**src/rtl/muldiv4_sequencer_if.sv**
```systemverilog
// Request/response bundle for muldiv4_sequencer.
//   master: drives start/op/a/b, observes busy/done/result/dbz (requester side)
//   slave : the sequencer itself
interface muldiv4_sequencer_if #(
  parameter int unsigned WIDTH = 4
) ();
  logic                 start;
  logic                 op;
  logic [WIDTH-1:0]     a;
  logic [WIDTH-1:0]     b;
  logic                 busy;
  logic                 done;
  logic [2*WIDTH-1:0]   result;
  logic                 dbz;

  modport master (output start, op, a, b, input busy, done, result, dbz);
  modport slave  (input start, op, a, b, output busy, done, result, dbz);
endinterface

```
**src/rtl/muldiv4_sequencer.sv**
```systemverilog
// Iterative unsigned multiply (shift-add) / divide (restoring) sequencer.
// One step per clock, WIDTH steps per operation, fixed latency.
// Ports:
//   clk   - rising-edge clock
//   rst_n - asynchronous active-low reset
//   bus   - slave side of muldiv4_sequencer_if:
//           start/op/a/b in; busy/done/result/dbz out (all registered)
//   result: multiply -> product, divide -> {remainder, quotient}
// WIDTH must be at least 2.
module muldiv4_sequencer #(
  parameter int unsigned WIDTH = 4
) (
  input  logic              clk,
  input  logic              rst_n,
  muldiv4_sequencer_if.slave bus
);

  localparam int unsigned CW = $clog2(WIDTH + 1);
  localparam int unsigned RW = 2 * WIDTH;

  typedef enum logic [1:0] {IDLE, RUN, DONE} state_t;

  state_t          state_q, state_d;
  logic [CW-1:0]   cnt_q, cnt_d;
  logic            op_q, op_d;
  logic [RW-1:0]   mcand_q, mcand_d;
  logic [WIDTH-1:0] opb_q, opb_d;
  logic [RW-1:0]   acc_q, acc_d;
  logic [RW-1:0]   result_q, result_d;
  logic            dbz_q, dbz_d;
  logic            busy_q, done_q;
  logic            armed_q;
  logic            accept;
  logic [RW-1:0]   step;
  logic [WIDTH:0]  trial;

  // One iteration of the active algorithm.
  // Divide keeps {partial remainder, dividend/quotient} in acc; the trial
  // subtract uses the remainder shifted left with the next dividend bit.
  always_comb begin
    step  = acc_q;
    trial = '0;
    if (!op_q) begin
      step = acc_q + (mcand_q & {RW{opb_q[0]}});
    end else begin
      trial = acc_q[RW-1:WIDTH-1] - {1'b0, opb_q};
      if (!trial[WIDTH]) begin
        step = {trial[WIDTH-1:0], acc_q[WIDTH-2:0], 1'b1};
      end else begin
        step = {acc_q[RW-2:0], 1'b0};
      end
    end
  end

  // Next-state and datapath update.
  always_comb begin
    state_d  = state_q;
    cnt_d    = cnt_q;
    op_d     = op_q;
    mcand_d  = mcand_q;
    opb_d    = opb_q;
    acc_d    = acc_q;
    result_d = result_q;
    dbz_d    = dbz_q;
    // armed_q blocks the first edge after reset release.
    accept   = armed_q && bus.start && (state_q == IDLE);

    case (state_q)
      IDLE: begin
        if (accept) begin
          op_d    = bus.op;
          mcand_d = RW'(bus.a);
          opb_d   = bus.b;
          acc_d   = bus.op ? RW'(bus.a) : '0;
          cnt_d   = '0;
          dbz_d   = bus.op && (bus.b == '0);
          state_d = RUN;
        end
      end
      RUN: begin
        acc_d = step;
        cnt_d = cnt_q + CW'(1);
        if (!op_q) begin
          mcand_d = mcand_q << 1;
          opb_d   = opb_q >> 1;
        end
        // Final step lands directly in result; acc is never exposed.
        if (cnt_q == CW'(WIDTH - 1)) begin
          result_d = step;
          state_d  = DONE;
        end
      end
      DONE:    state_d = IDLE;
      default: state_d = IDLE;
    endcase
  end

  // State, datapath and registered outputs.
  always_ff @(posedge clk or negedge rst_n) begin
    if (!rst_n) begin
      state_q  <= IDLE;
      cnt_q    <= '0;
      op_q     <= 1'b0;
      mcand_q  <= '0;
      opb_q    <= '0;
      acc_q    <= '0;
      result_q <= '0;
      dbz_q    <= 1'b0;
      busy_q   <= 1'b0;
      done_q   <= 1'b0;
      armed_q  <= 1'b0;
    end else begin
      state_q  <= state_d;
      cnt_q    <= cnt_d;
      op_q     <= op_d;
      mcand_q  <= mcand_d;
      opb_q    <= opb_d;
      acc_q    <= acc_d;
      result_q <= result_d;
      dbz_q    <= dbz_d;
      busy_q   <= (state_d == RUN);
      done_q   <= (state_d == DONE);
      armed_q  <= 1'b1;
    end
  end

  assign bus.busy   = busy_q;
  assign bus.done   = done_q;
  assign bus.result = result_q;
  assign bus.dbz    = dbz_q;

endmodule

```
**src/flat_wrapper.sv**
```systemverilog
// flat-port wrapper written by rule: the top's interface ports become plain ports
module muldiv4_sequencer_flat 
#(
  parameter int unsigned WIDTH = 4
)
  (clk, rst_n, bus_start, bus_op, bus_a, bus_b, bus_busy, bus_done, bus_result, bus_dbz);
  muldiv4_sequencer_if #(.WIDTH(WIDTH)) bus_i ();
  input  logic clk;
  input  logic rst_n;
  input wire logic [$bits(bus_i.start)-1:0] bus_start;
  input wire logic [$bits(bus_i.op)-1:0] bus_op;
  input wire logic [$bits(bus_i.a)-1:0] bus_a;
  input wire logic [$bits(bus_i.b)-1:0] bus_b;
  output wire logic [$bits(bus_i.busy)-1:0] bus_busy;
  output wire logic [$bits(bus_i.done)-1:0] bus_done;
  output wire logic [$bits(bus_i.result)-1:0] bus_result;
  output wire logic [$bits(bus_i.dbz)-1:0] bus_dbz;
  assign bus_i.start = bus_start;
  assign bus_i.op = bus_op;
  assign bus_i.a = bus_a;
  assign bus_i.b = bus_b;
  assign bus_busy = bus_i.busy;
  assign bus_done = bus_i.done;
  assign bus_result = bus_i.result;
  assign bus_dbz = bus_i.dbz;
  muldiv4_sequencer #(.WIDTH(WIDTH)) u_core (.clk(clk), .rst_n(rst_n), .bus(bus_i));
endmodule
```
**config.mk**
```make
export PLATFORM = sky130hd
export DESIGN_NAME = muldiv4_sequencer_flat
export DESIGN_NICKNAME = d
export VERILOG_FILES = /design/src/rtl/muldiv4_sequencer_if.sv /design/src/rtl/muldiv4_sequencer.sv /design/src/flat_wrapper.sv
export SDC_FILE = /design/constraint.sdc
export NUM_CORES = 1
export LEC_CHECK = 0
export ABC_CLOCK_PERIOD_IN_PS = 3200
export BUFFER_PORTS_ARGS = -buffer_cell sky130_fd_sc_hd__buf_2
export CAP_MARGIN = 20
export CELL_PAD_IN_SITES_DETAIL_PLACEMENT = 2
export CELL_PAD_IN_SITES_GLOBAL_PLACEMENT = 2
export CORE_MARGIN = 1
export CORE_UTILIZATION = 40
export DETAILED_ROUTE_END_ITERATION = 8
export GPL_ROUTABILITY_DRIVEN = 0
export PLACE_DENSITY_LB_ADDON = 0.08
export SYNTH_ARGS = -nofsm -noshare
export SYNTH_HDL_FRONTEND = slang
export SYNTH_SLANG_ARGS = --single-unit
```
**constraint.sdc**
```tcl
create_clock -name clk -period 3.2 [get_ports clk]
set_clock_uncertainty 0.05 [all_clocks]
set_input_delay 0.16 -clock clk [delete_from_list [all_inputs] [get_ports clk]]
set_output_delay 0.16 -clock clk [all_outputs]
set_load 0.02 [all_outputs]
```
==> results.cfg <==
[worst_hold_path]
worstHoldStart = bus_b[3]
whs_path_depth = 3
hold_class = primary input to flip-flop
whs_endpoint = u_core.opb_q[3]

[critical_path]
r2r_cells = 8
r2r_start = u_core.opb_q[0]
crit_type = flip-flop to flip-flop
crit_required_ns = 3.32
arrival_ns = 2.60
critPathCaptureType = flip-flop
worstReg2RegEnd = u_core.acc_q[0]
reg2reg_slack_ns = 0.72
crit_path_start_kind = flip-flop
path_max_fanout = 10

[sta]
worst_pin_slew_ns = 0.874
worst_slack_ns = 0.719
finalHoldViolations = 0
setup_viol = 0
final-max-slew-violation-count = 0
fmax_ghz = 0.403
layout_min_cycle_time_ns = 2.48
timing.hold.ws_ns = 0.0638
relSlewSlack_pct = 41.8
rsz0062_at_grt = false
min_period_over_period_pct = 77.5
tns_ns = 0

[drt]
vias = 1891
firstDrtPassIters = 4
wl_per_cell_um = 18.7
drcViolationCount = 0
wl_um = 6310
drt_iter0_drc = 52
final_antenna_net_count = 0
drt-vias-per-instance = 5.61

[global_route]
grt_use_met1_pct = 31.6
overflow = 0
antenna_found_initial = 0
grt_pass1_vias = 2024
grt_use_total_pct = 23.4
busiest_layer = met2
grt_first_pass_wirelength_um = 10600
use_met2_pct = 38.7
grt_start_max_net_pins = 39
met3_usage_pct = 3.33

[clock_network]
post_cts_resized = 0
cts_sinks = 38
insertion_delay_ns = 0.30
htreeDepth = 2
hold_buffers = 1
numCtsBuffers = 5
cts.path.max_buffers = 2
root_buffer = clkbuf_8
cts_tree = built
cts.clk_slew.worst_paths_ns = 0.08
post_cts_buffers = 0

[floorplan]
initial_core_util_pct = 41.4
die-area_sq_mm = 0.00597
fp.dieW_um = 77.3
dieHeight_um = 77.3
row_count = 27
io_pins = 23
coreArea_sq_mm = 0.00547

[synthesis]
synth-xor-area-share_pct = 1.93
synth_nets = 270
yosys_warnings = 0
synthMuxAreaShare_pct = 1.77
synth_seq_cells = 38
synth_top_family_by_area = compound AO/OA/AOI/OAI gates
ys_types = 47
synthFlopType = dfrtp_1
synth_fa_ha_area_share_pct = 8.94
synthesis.area_sq_mm = 0.00227
synth_cells = 243
synth-simple-area-share_pct = 18.5
synth-edff-count = 0
avgSynthCellArea_sq_um = 9.33
async_flop_share_pct = 100
synth_compound_area_share_pct = 21.9
seq_area_frac_synth_pct = 41.9

[layout]
final_nets = 291
instances_no_fill = 337
drive_above_1_share_pct = 15.5
antennaDiodeCount = 0
fillCellCount = 645
multi_input_area_sq_mm = 0.00121
regArea_sq_um = 951
syn2layout_area_growth_pct = 11.1

[power]
ir_drop_mv = 0.478
power_uw = 3130
leakagePower_uw = 0.00123
power_density_mw_per_mm2 = 1240

[placement]
port_buffers = 22
dp.cells = 328
dp_slack_ns = 0.701
hpwl_um = 4870

[flow_run]
maxCapViolCount = 0

[outcome]
status = complete, no violations
==> synth_stat cells, drive strengths merged (2+ instances only) <==
master	instances	share of area [%]
a22o	6	2.3
a21o	8	2.6
nor2	14	2.3
a31oi	8	2.2
inv	12	2.0
a21oi	14	3.8
nor3	7	1.5
a22oi	4	1.3
fa	2	1.8
xnor2	3	1.2
a211oi	3	0.99
or2	3	0.83
nand3	2	0.44
o21ai	17	3.8
nand4	4	1.1
o211ai	3	0.99
dfrtp	38	42
a221oi	2	0.77
or3	2	0.99
ha	13	7.2
xor2	2	0.77
mux2i	4	1.8
buf	7	2.2
and2	8	2.3
nor2b	3	0.83
o31ai	2	0.66
nand2	35	5.8
clkbuf	4	0.66
a2111oi	2	1.0
nand3b	2	1.2
==> metrics by stage <==
stage / instance area, sq um / util, %
after floorplan: 2270 / -
final: 2520 / 46.0
after global routing: 2520 / 46.0
after CTS: 2520 / 46.0
after detailed placement: 2420 / 44.2
after global placement: 2420 / 44.2
==> layer usage <==
layer | share of wire, % | up-vias
met5 | 0 | -
met4 | 1.4 | 0
met3 | 2.6 | 8
met2 | 48 | 28
met1 | 48 | 943
li1 | - | 912
==> flip-flops by register name (all words and copies together), names as in the netlist <==
signal,flops
u_core.acc_q,8
u_core.armed_q,1
u_core.bus.busy,1
u_core.bus.dbz,1
u_core.bus.done,1
u_core.bus.result,8
u_core.cnt_q,3
u_core.mcand_q,8
u_core.op_q,1
u_core.opb_q,4
u_core.state_q,2
==> power by group <==
| group | leakage (uW) | switching, uW | internal (uW) |
|---|---|---|---|
| clock | 0.0000482 | 167 | 174 |
| sequential | 0.000474 | 237 | 693 |
| combinational | 0.000705 | 1110 | 749 |
| total | 0.00123 | 1510 | 1620 |
==> area by class of cell <==
| type | count | share of cell area [%] |
|---|---|---|
| Tap cell | 72 | 3.58 |
| Timing Repair Buffer | 25 | 5.37 |
| Multi-Input combinational cell | 182 | 47.9 |
| Clock buffer | 7 | 3.43 |
| Clock inverter | 1 | 0.199 |
| Sequential cell | 38 | 37.8 |
| Inverter | 12 | 1.79 |
==> layout by cell type, fill, tap and decap left out, drive strengths merged, types with 3 or more instances in the layout <==
master | netlist | layout
a211oi | 3 | 3
a21o | 8 | 8
a21oi | 14 | 14
a22o | 6 | 6
a22oi | 4 | 4
a31oi | 8 | 8
and2 | 8 | 8
buf | 7 | 24
clkbuf | 4 | 7
dfrtp | 38 | 38
ha | 13 | 13
inv | 12 | 12
mux2i | 4 | 4
nand2 | 35 | 35
nand4 | 4 | 4
nor2 | 14 | 14
nor2b | 3 | 3
nor3 | 7 | 7
o211ai | 3 | 3
o21ai | 17 | 17
or2 | 3 | 3
xnor2 | 3 | 3
==> worst max-delay path by stage <==
stage / slack, ns / from / end / cells after the start
3_3_place_gp: 0.76 / u_core.opb_q[0] / u_core.bus.result[0] / 8
4_1_cts: 0.69 / u_core.opb_q[0] / u_core.acc_q[0] / 8
3_5_place_dp: 0.70 / u_core.opb_q[0] / u_core.acc_q[0] / 8
2_1_floorplan: 1.06 / u_core.opb_q[0] / u_core.bus.result[4] / 8
6_report: 0.72 / u_core.opb_q[0] / u_core.acc_q[0] / 8
5_1_grt: 0.53 / u_core.opb_q[0] / u_core.acc_q[7] / 8
==> worst max-delay path, cell delays in order (launching register included) <==
cell	delay, ns
dfrtp_1	0.49
ha_1	0.20
inv_1	0.06
fa_1	0.40
and3_1	0.18
or3_4	0.38
and2_4	0.18
mux2i_1	0.30
o211ai_1	0.13
==> kinds of logic after synthesis <==
family / Yosys count
AO/OA/AOI/OAI: 73
XOR/XNOR: 5
adder cells (fa/ha/maj): 15
buffers and inverters: 23
flip-flops: 38
multiplexers: 4
other: 1
AND/OR/NAND/NOR: 84
Power figures use the tool's default switching activity.
